==> src/rtl/mac_pkg.sv <==
// Shared defaults, host FSM state encoding and matrix types for the mac_top host
// controller slice.
package mac_pkg;

   localparam int unsigned param_M            = 4;
   localparam int unsigned param_K            = 4;
   localparam int unsigned param_N            = 4;
   localparam int unsigned DATA_WIDTH_INITIAL = 8;
   localparam int unsigned DATA_WIDTH_FINAL   = DATA_WIDTH_INITIAL * 2;

   typedef enum logic [2:0] {
      S_IDLE,
      S_REQ,
      S_WRITE,
      S_WAIT_DONE,
      S_GAP,
      S_READ,
      S_CAPTURE,
      S_RESP
   } host_state_t;

   typedef logic [param_M*param_K-1:0][DATA_WIDTH_INITIAL-1:0] a_mat_t;
   typedef logic [param_K*param_N-1:0][DATA_WIDTH_INITIAL-1:0] b_mat_t;
   typedef logic [param_M*param_N-1:0][DATA_WIDTH_FINAL-1:0]   c_mat_t;

endpackage

==> src/rtl/mac_host_ctrl_if.sv <==
// Job/result handshake plus mac_top host bus. The master modport is the controller
// side; the slave modport is the front end / mac_top side.
interface mac_host_ctrl_if #(
   parameter int unsigned M   = 4,
   parameter int unsigned K   = 4,
   parameter int unsigned N   = 4,
   parameter int unsigned DWI = 8,
   parameter int unsigned DWF = 16
) ();

   logic                      job_val;
   logic                      job_rdy;
   logic [M*K-1:0][DWI-1:0]   job_a;
   logic [K*N-1:0][DWI-1:0]   job_b;
   logic                      res_val;
   logic                      res_rdy;
   logic [M*N-1:0][DWF-1:0]   res_c;
   logic                      res_timeout;
   logic                      host2block_val;
   logic                      host2block_rdy;
   logic [M*K-1:0][DWI-1:0]   a_data_in_ext;
   logic [K*N-1:0][DWI-1:0]   b_data_in_ext;
   logic                      a_b_we_ext;
   logic                      mac_done;
   logic                      block2host_val;
   logic                      block2host_rdy;
   logic                      c_re_ext;
   logic [M*N-1:0][DWF-1:0]   c_data_out_ext;

   modport master (
      input  job_val, job_a, job_b, res_rdy,
      input  host2block_rdy, mac_done, block2host_val, c_data_out_ext,
      output job_rdy, res_val, res_c, res_timeout,
      output host2block_val, a_data_in_ext, b_data_in_ext, a_b_we_ext,
      output block2host_rdy, c_re_ext
   );

   modport slave (
      output job_val, job_a, job_b, res_rdy,
      output host2block_rdy, mac_done, block2host_val, c_data_out_ext,
      input  job_rdy, res_val, res_c, res_timeout,
      input  host2block_val, a_data_in_ext, b_data_in_ext, a_b_we_ext,
      input  block2host_rdy, c_re_ext
   );

endinterface

==> src/rtl/mac_matrix_transpose.sv <==
// Pure index remap of a row-major K x N matrix into row-major N x K.
module mac_matrix_transpose #(
   parameter int unsigned K = 4,
   parameter int unsigned N = 4,
   parameter int unsigned W = 8
) (
   input  logic [K*N-1:0][W-1:0] in_mat,
   output logic [K*N-1:0][W-1:0] out_mat
);

   for (genvar i = 0; i < K; i++) begin : g_row
      for (genvar j = 0; j < N; j++) begin : g_col
         assign out_mat[j*K+i] = in_mat[i*N+j];
      end
   end

endmodule

==> src/rtl/mac_host_ctrl.sv <==
// Host-side initiator for mac_top: takes a job, runs request / write / wait / read,
// and returns C or a timeout flag on the result port.
module mac_host_ctrl #(
   parameter int unsigned param_M            = mac_pkg::param_M,
   parameter int unsigned param_K            = mac_pkg::param_K,
   parameter int unsigned param_N            = mac_pkg::param_N,
   parameter int unsigned DATA_WIDTH_INITIAL = mac_pkg::DATA_WIDTH_INITIAL,
   parameter int unsigned DATA_WIDTH_FINAL   = DATA_WIDTH_INITIAL * 2,
   parameter bit          TRANSPOSE_B        = 1'b1,
   parameter int unsigned TIMEOUT_CYCLES     = 1024
) (
   input logic           clk,
   input logic           rst,
   mac_host_ctrl_if.master bus
);
   import mac_pkg::*;

   localparam int unsigned CW  = $clog2(TIMEOUT_CYCLES + 1);
   localparam int unsigned DWI = DATA_WIDTH_INITIAL;
   localparam int unsigned DWF = DATA_WIDTH_FINAL;

   host_state_t state_q, state_d;
   logic [CW-1:0]                         cnt_q;
   logic [param_M*param_K-1:0][DWI-1:0]   a_q;
   logic [param_K*param_N-1:0][DWI-1:0]   b_q, b_in;
   logic [param_M*param_N-1:0][DWF-1:0]   c_q;
   logic                                  to_q;
   logic                                  cnt_hit, timeout_evt;

   if (TRANSPOSE_B) begin : g_tr
      mac_matrix_transpose #(.K(param_K), .N(param_N), .W(DWI)) u_tr (
         .in_mat  (bus.job_b),
         .out_mat (b_in)
      );
   end else begin : g_pass
      assign b_in = bus.job_b;
   end

   assign cnt_hit = (cnt_q == CW'(TIMEOUT_CYCLES));

   // The exit condition is checked first so it wins over a same-cycle timeout.
   always_comb begin
      state_d     = state_q;
      timeout_evt = 1'b0;
      case (state_q)
         S_IDLE:      if (bus.job_val) state_d = S_REQ;
         S_REQ: begin
            if (bus.host2block_rdy) state_d = S_WRITE;
            else if (cnt_hit) begin
               state_d     = S_RESP;
               timeout_evt = 1'b1;
            end
         end
         S_WRITE:     state_d = S_WAIT_DONE;
         S_WAIT_DONE: begin
            if (bus.mac_done) state_d = S_GAP;
            else if (cnt_hit) begin
               state_d     = S_RESP;
               timeout_evt = 1'b1;
            end
         end
         S_GAP:       state_d = S_READ;
         S_READ:      state_d = S_CAPTURE;
         S_CAPTURE:   state_d = S_RESP;
         S_RESP:      if (bus.res_rdy) state_d = S_IDLE;
         default:     state_d = S_IDLE;
      endcase
   end

   always_ff @(posedge clk) begin
      if (rst) begin
         state_q <= S_IDLE;
         cnt_q   <= '0;
         a_q     <= '0;
         b_q     <= '0;
         c_q     <= '0;
         to_q    <= 1'b0;
      end else begin
         state_q <= state_d;
         if ((state_d != state_q) && (state_d == S_REQ || state_d == S_WAIT_DONE))
            cnt_q <= '0;
         else if ((state_q == S_REQ || state_q == S_WAIT_DONE) && !cnt_hit)
            cnt_q <= cnt_q + CW'(1);
         if (state_q == S_IDLE && bus.job_val) begin
            a_q  <= bus.job_a;
            b_q  <= b_in;
            to_q <= 1'b0;
         end
         if (state_q == S_CAPTURE) c_q <= bus.c_data_out_ext;
         if (timeout_evt) begin
            to_q <= 1'b1;
            c_q  <= '0;
         end
      end
   end

   assign bus.job_rdy        = (state_q == S_IDLE);
   assign bus.res_val        = (state_q == S_RESP);
   assign bus.res_c          = c_q;
   assign bus.res_timeout    = to_q;
   assign bus.host2block_val = (state_q == S_REQ);
   assign bus.a_b_we_ext     = (state_q == S_WRITE);
   assign bus.a_data_in_ext  = (state_q == S_WRITE) ? a_q : '0;
   assign bus.b_data_in_ext  = (state_q == S_WRITE) ? b_q : '0;
   assign bus.block2host_rdy = (state_q == S_READ);
   assign bus.c_re_ext       = (state_q == S_READ);

endmodule

==> src/flat_wrapper.sv <==
// flat-port wrapper written by rule: the top's interface ports become plain ports
module mac_host_ctrl_flat import mac_pkg::*;
#(
   parameter int unsigned param_M            = mac_pkg::param_M,
   parameter int unsigned param_K            = mac_pkg::param_K,
   parameter int unsigned param_N            = mac_pkg::param_N,
   parameter int unsigned DATA_WIDTH_INITIAL = mac_pkg::DATA_WIDTH_INITIAL,
   parameter int unsigned DATA_WIDTH_FINAL   = DATA_WIDTH_INITIAL * 2,
   parameter bit          TRANSPOSE_B        = 1'b1,
   parameter int unsigned TIMEOUT_CYCLES     = 1024
)
  (clk, rst, bus_job_val, bus_job_a, bus_job_b, bus_res_rdy, bus_host2block_rdy, bus_mac_done, bus_block2host_val, bus_c_data_out_ext, bus_job_rdy, bus_res_val, bus_res_c, bus_res_timeout, bus_host2block_val, bus_a_data_in_ext, bus_b_data_in_ext, bus_a_b_we_ext, bus_block2host_rdy, bus_c_re_ext);
  mac_host_ctrl_if #(.M(4), .K(4), .N(4), .DWI(8), .DWF(16)) bus_i ();
  input logic clk;
  input logic rst;
  input wire logic [$bits(bus_i.job_val)-1:0] bus_job_val;
  input wire logic [$bits(bus_i.job_a)-1:0] bus_job_a;
  input wire logic [$bits(bus_i.job_b)-1:0] bus_job_b;
  input wire logic [$bits(bus_i.res_rdy)-1:0] bus_res_rdy;
  input wire logic [$bits(bus_i.host2block_rdy)-1:0] bus_host2block_rdy;
  input wire logic [$bits(bus_i.mac_done)-1:0] bus_mac_done;
  input wire logic [$bits(bus_i.block2host_val)-1:0] bus_block2host_val;
  input wire logic [$bits(bus_i.c_data_out_ext)-1:0] bus_c_data_out_ext;
  output wire logic [$bits(bus_i.job_rdy)-1:0] bus_job_rdy;
  output wire logic [$bits(bus_i.res_val)-1:0] bus_res_val;
  output wire logic [$bits(bus_i.res_c)-1:0] bus_res_c;
  output wire logic [$bits(bus_i.res_timeout)-1:0] bus_res_timeout;
  output wire logic [$bits(bus_i.host2block_val)-1:0] bus_host2block_val;
  output wire logic [$bits(bus_i.a_data_in_ext)-1:0] bus_a_data_in_ext;
  output wire logic [$bits(bus_i.b_data_in_ext)-1:0] bus_b_data_in_ext;
  output wire logic [$bits(bus_i.a_b_we_ext)-1:0] bus_a_b_we_ext;
  output wire logic [$bits(bus_i.block2host_rdy)-1:0] bus_block2host_rdy;
  output wire logic [$bits(bus_i.c_re_ext)-1:0] bus_c_re_ext;
  assign bus_i.job_val = bus_job_val;
  assign bus_i.job_a = bus_job_a;
  assign bus_i.job_b = bus_job_b;
  assign bus_i.res_rdy = bus_res_rdy;
  assign bus_i.host2block_rdy = bus_host2block_rdy;
  assign bus_i.mac_done = bus_mac_done;
  assign bus_i.block2host_val = bus_block2host_val;
  assign bus_i.c_data_out_ext = bus_c_data_out_ext;
  assign bus_job_rdy = bus_i.job_rdy;
  assign bus_res_val = bus_i.res_val;
  assign bus_res_c = bus_i.res_c;
  assign bus_res_timeout = bus_i.res_timeout;
  assign bus_host2block_val = bus_i.host2block_val;
  assign bus_a_data_in_ext = bus_i.a_data_in_ext;
  assign bus_b_data_in_ext = bus_i.b_data_in_ext;
  assign bus_a_b_we_ext = bus_i.a_b_we_ext;
  assign bus_block2host_rdy = bus_i.block2host_rdy;
  assign bus_c_re_ext = bus_i.c_re_ext;
  mac_host_ctrl #(.param_M(param_M), .param_K(param_K), .param_N(param_N), .DATA_WIDTH_INITIAL(DATA_WIDTH_INITIAL), .DATA_WIDTH_FINAL(DATA_WIDTH_FINAL), .TRANSPOSE_B(TRANSPOSE_B), .TIMEOUT_CYCLES(TIMEOUT_CYCLES)) u_core (.clk(clk), .rst(rst), .bus(bus_i));
endmodule
==> config.mk <==
export PLATFORM = sky130hd
export DESIGN_NAME = mac_host_ctrl_flat
export DESIGN_NICKNAME = d
export VERILOG_FILES = /design/src/rtl/mac_pkg.sv /design/src/rtl/mac_host_ctrl_if.sv /design/src/rtl/mac_matrix_transpose.sv /design/src/rtl/mac_host_ctrl.sv /design/src/flat_wrapper.sv
export SDC_FILE = /design/constraint.sdc
export NUM_CORES = 1
export LEC_CHECK = 0
export CORE_AREA = 8 8 400 402
export CTS_BUF_LIST = sky130_fd_sc_hd__clkbuf_16
export DETAILED_ROUTE_END_ITERATION = 6
export DIE_AREA = 0 0 408 410
export GPL_TIMING_DRIVEN = 0
export SLEW_MARGIN = 20
export SYNTH_ARGS = -nofsm -noshare
export SYNTH_HDL_FRONTEND = slang
export SYNTH_SLANG_ARGS = --single-unit
==> constraint.sdc <==
create_clock -name clk -period 5.8 [get_ports clk]
set_input_delay 1.74 -clock clk [delete_from_list [all_inputs] [get_ports clk]]
set_output_delay 1.74 -clock clk [all_outputs]
set_load 0.02 [all_outputs]
==> metrics.yaml <==
outcome: "complete, no violations"
drt_iter0_drc: 1977
grt_pass1_wl_um: 193000
end_kind: "primary output"
slew_headroom_pct: 35.1
start_util_pct: 13.1
wirelength_um: 148000
synth-seq-area-share_pct: 52.5
synthCells: 2610
htreeDepth: 3
dp_cells: 5692
postSynth.asyncResetShare_pct: 0
n_fill_cell: 16900
ys_seq_elements: 527
power.density_nw_per_um2: 266
cts.path.max_buffers: 3
vias: 22800
cts_hold_buf: 0
worst_setup_path_start_kind: "flop"
numCtsBuffers: 67
p_leak_nw: 12.1
timing_hold_violations_final: 0
dp_hpwl_um: 124000
timing.critical_path.arrival_ns: 3.84
fin_nets: 4238
coreArea_sq_um: 153000
fin_skew_ns: 0.0322
firstDrtPassIters: 6
rows: 144
antenna_left: 0
timing.fmax_mhz: 179
clock_latency_ns: 0.67
finalMaxSlewViolations: 0
avgViaCountPerCell: 3.91
syn_to_final_growth_pct: 76.2
finalCriticalPeriod_ns: 5.58
dieArea_sq_um: 167000
avgSynthCellArea_sq_um: 7.70
grt_overflow: 0
crit_path_frequent_cell: "clkbuf_1"
setup_viol: 0
yosysWarnings: 0
ys_types: 36
grt_max_degree: 13
post-route-drc-count: 0
fp.dieW_um: 408
wl_per_cell_um: 25.3
final_area_sq_um: 35400
gp_congestion: 0.953
cts-root-buf: "clkbuf_16"
num_io_pins: 1038
reg2regPathDepth: 7
fin_util_pct: 23.1
die_y_um: 410
cp_max_fo: 10
syn_area_sq_um: 20100
tightestPinTransition_ns: 0.974
layout-drive-gt1-share_pct: 5.52
placed_area_sq_um: 33100
cts_tree: "built"
hp-class: "flop to flop"
rsz0062_at_grt: "false"
synth_flop_cell: "dfxtp_1"
grt_pass1_vias: 21900
antenna_found_initial: 61
portBuffers: 1036
crit_chain: "clkbuf_1 > nor3b_4 > buf_16 > clkbuf_1 > clkbuf_2 > and2_1 > clkdlybuf4s50_1"
finalPower_w: 0.00943
grt_use_total_pct: 16.5
synth_edf_count: 0
cap_viol_max_count: 0
syn_nets: 3131
fin_cells: 5830
clock-sinks: 527
clk_pin_slew_ns: 0.06
crit_required_ns: 4.06
slowest_stage: "clkdlybuf4s50_1"
min_period_over_period_pct: 96.2
critPathMaxStageDelay_ns: 0.83
hold_depth: 2
critPathKind: "flop to primary output"
peakVddDrop_uv: 179
[metal layers]
| metal | GRT usage (%) | wire [um] | up-vias |
|---|---|---|---|
| met1 | 19.7 | 57800 | 10900 |
| met2 | 28.0 | 70200 | 1131 |
| met5 | 0 | 141 | - |
| met3 | 6.13 | 15400 | 183 |
| li1 | - | - | 10600 |
| met4 | 4.43 | 4050 | 24 |
[placed cells by master, fill, tap and decap left out, types with 3 or more instances in the layout]
cell             instances
buf_2                   70
and3_1                   5
clkbuf_16               67
nor2_1                   8
diode_2                 15
buf_1                   10
inv_1                   15
clkbuf_2                 9
clkdlybuf4s50_1       1036
buf_4                   25
clkinv_1                16
inv_16                   3
bufinv_16                8
inv_6                    4
a21oi_1                516
a31oi_1                 12
dfxtp_1                527
clkbuf_1                93
clkinv_16                3
clkinv_2                 8
xor2_1                   8
nand4_1                  7
and2_1                 257
nand2_1               1030
[layout make-up]
| cell class | instances | area (sq um) | share of cell area, % |
|---|---|---|---|
| antenna | 15 | 37.5 | 0.106 |
| buffer | 207 | 970 | 2.74 |
| clock buffer | 67 | 1680 | 4.74 |
| clock inverter | 56 | 591 | 1.67 |
| inverter | 4 | 15.0 | 0.0424 |
| multi-input combinational | 1872 | 8570 | 24.2 |
| sequential | 527 | 10600 | 29.8 |
| tap | 2044 | 2560 | 7.23 |
| timing repair buffer | 1038 | 10400 | 29.5 |
[report_power, final]
part           internal, W  switching (W)  total, W
Clock              0.00251        0.00189   0.00440
Sequential         0.00376       0.000109   0.00387
Combinational     0.000522       0.000633   0.00116
[critical path: cells and delay by family (launching register included)]
family | cells | cell delay [ns]
buffers and inverters | 5 | 2.25
flip-flops | 1 | 0.33
AND/OR/NAND/NOR | 2 | 0.53
[state kept, by name, summed over array words and instances (netlist names)]
name	count
u_core.cnt_q	11
u_core.b_q	128
u_core.state_q	3
u_core.bus.res_timeout	1
u_core.a_q	128
u_core.bus.res_c	256
[synth_stat cells (5+ instances only)]
cell type  instances  area, sq um
and2_1           257         1610
a31oi_1           12         75.1
xor2_1             8         70.1
and3_1             5         31.3
buf_4             25          188
nand2_1         1030         3870
buf_1             10         37.5
nand4_1            7         43.8
buf_2             70          350
a21oi_1          516         2580
nor2_1             8         30.0
dfxtp_1          527        10600
clkbuf_1         102          383
[timing repair]
action                                 CTS  global route
setup endpoints to repair               71             0
resized for setup                        4             0
endpoints found under the hold margin    0             0
setup buffers                            0             0
[per-stage QoR]
stage | setup WS (ns) | hold WS (ns) | TNS (ns)
detailed placement | 0.399 | 0.442 | 0
finish | 0.219 | 0.447 | 0
global route | 0.00316 | 0.462 | 0
global placement | -0.875 | 0.438 | -27.46
CTS | 0.0421 | 0.450 | 0
floorplan | 2.55 | 0.432 | 0
[cell families after synthesis]
family	share of synthesized area, %
AND/OR/NAND/NOR	28.4
AO/OA/AOI/OAI	13.6
flip-flops	52.5
buffers and inverters	4.85
XOR/XNOR	0.392
adder cells (fa/ha/maj)	0.125
multiplexers	0.0498
[path summary, 6_finish.rpt]
check                               end              start  slack [ns]
setup / recovery  bus_b_data_in_ext[85]  u_core.state_q[2]        0.22
hold / removal           u_core.a_q[40]     u_core.a_q[40]        0.45
setup reg to reg         u_core.b_q[84]  u_core.state_q[0]        2.87
hold reg to reg          u_core.a_q[40]     u_core.a_q[40]        0.45
Note: power is estimated with default switching activity, not from simulation.
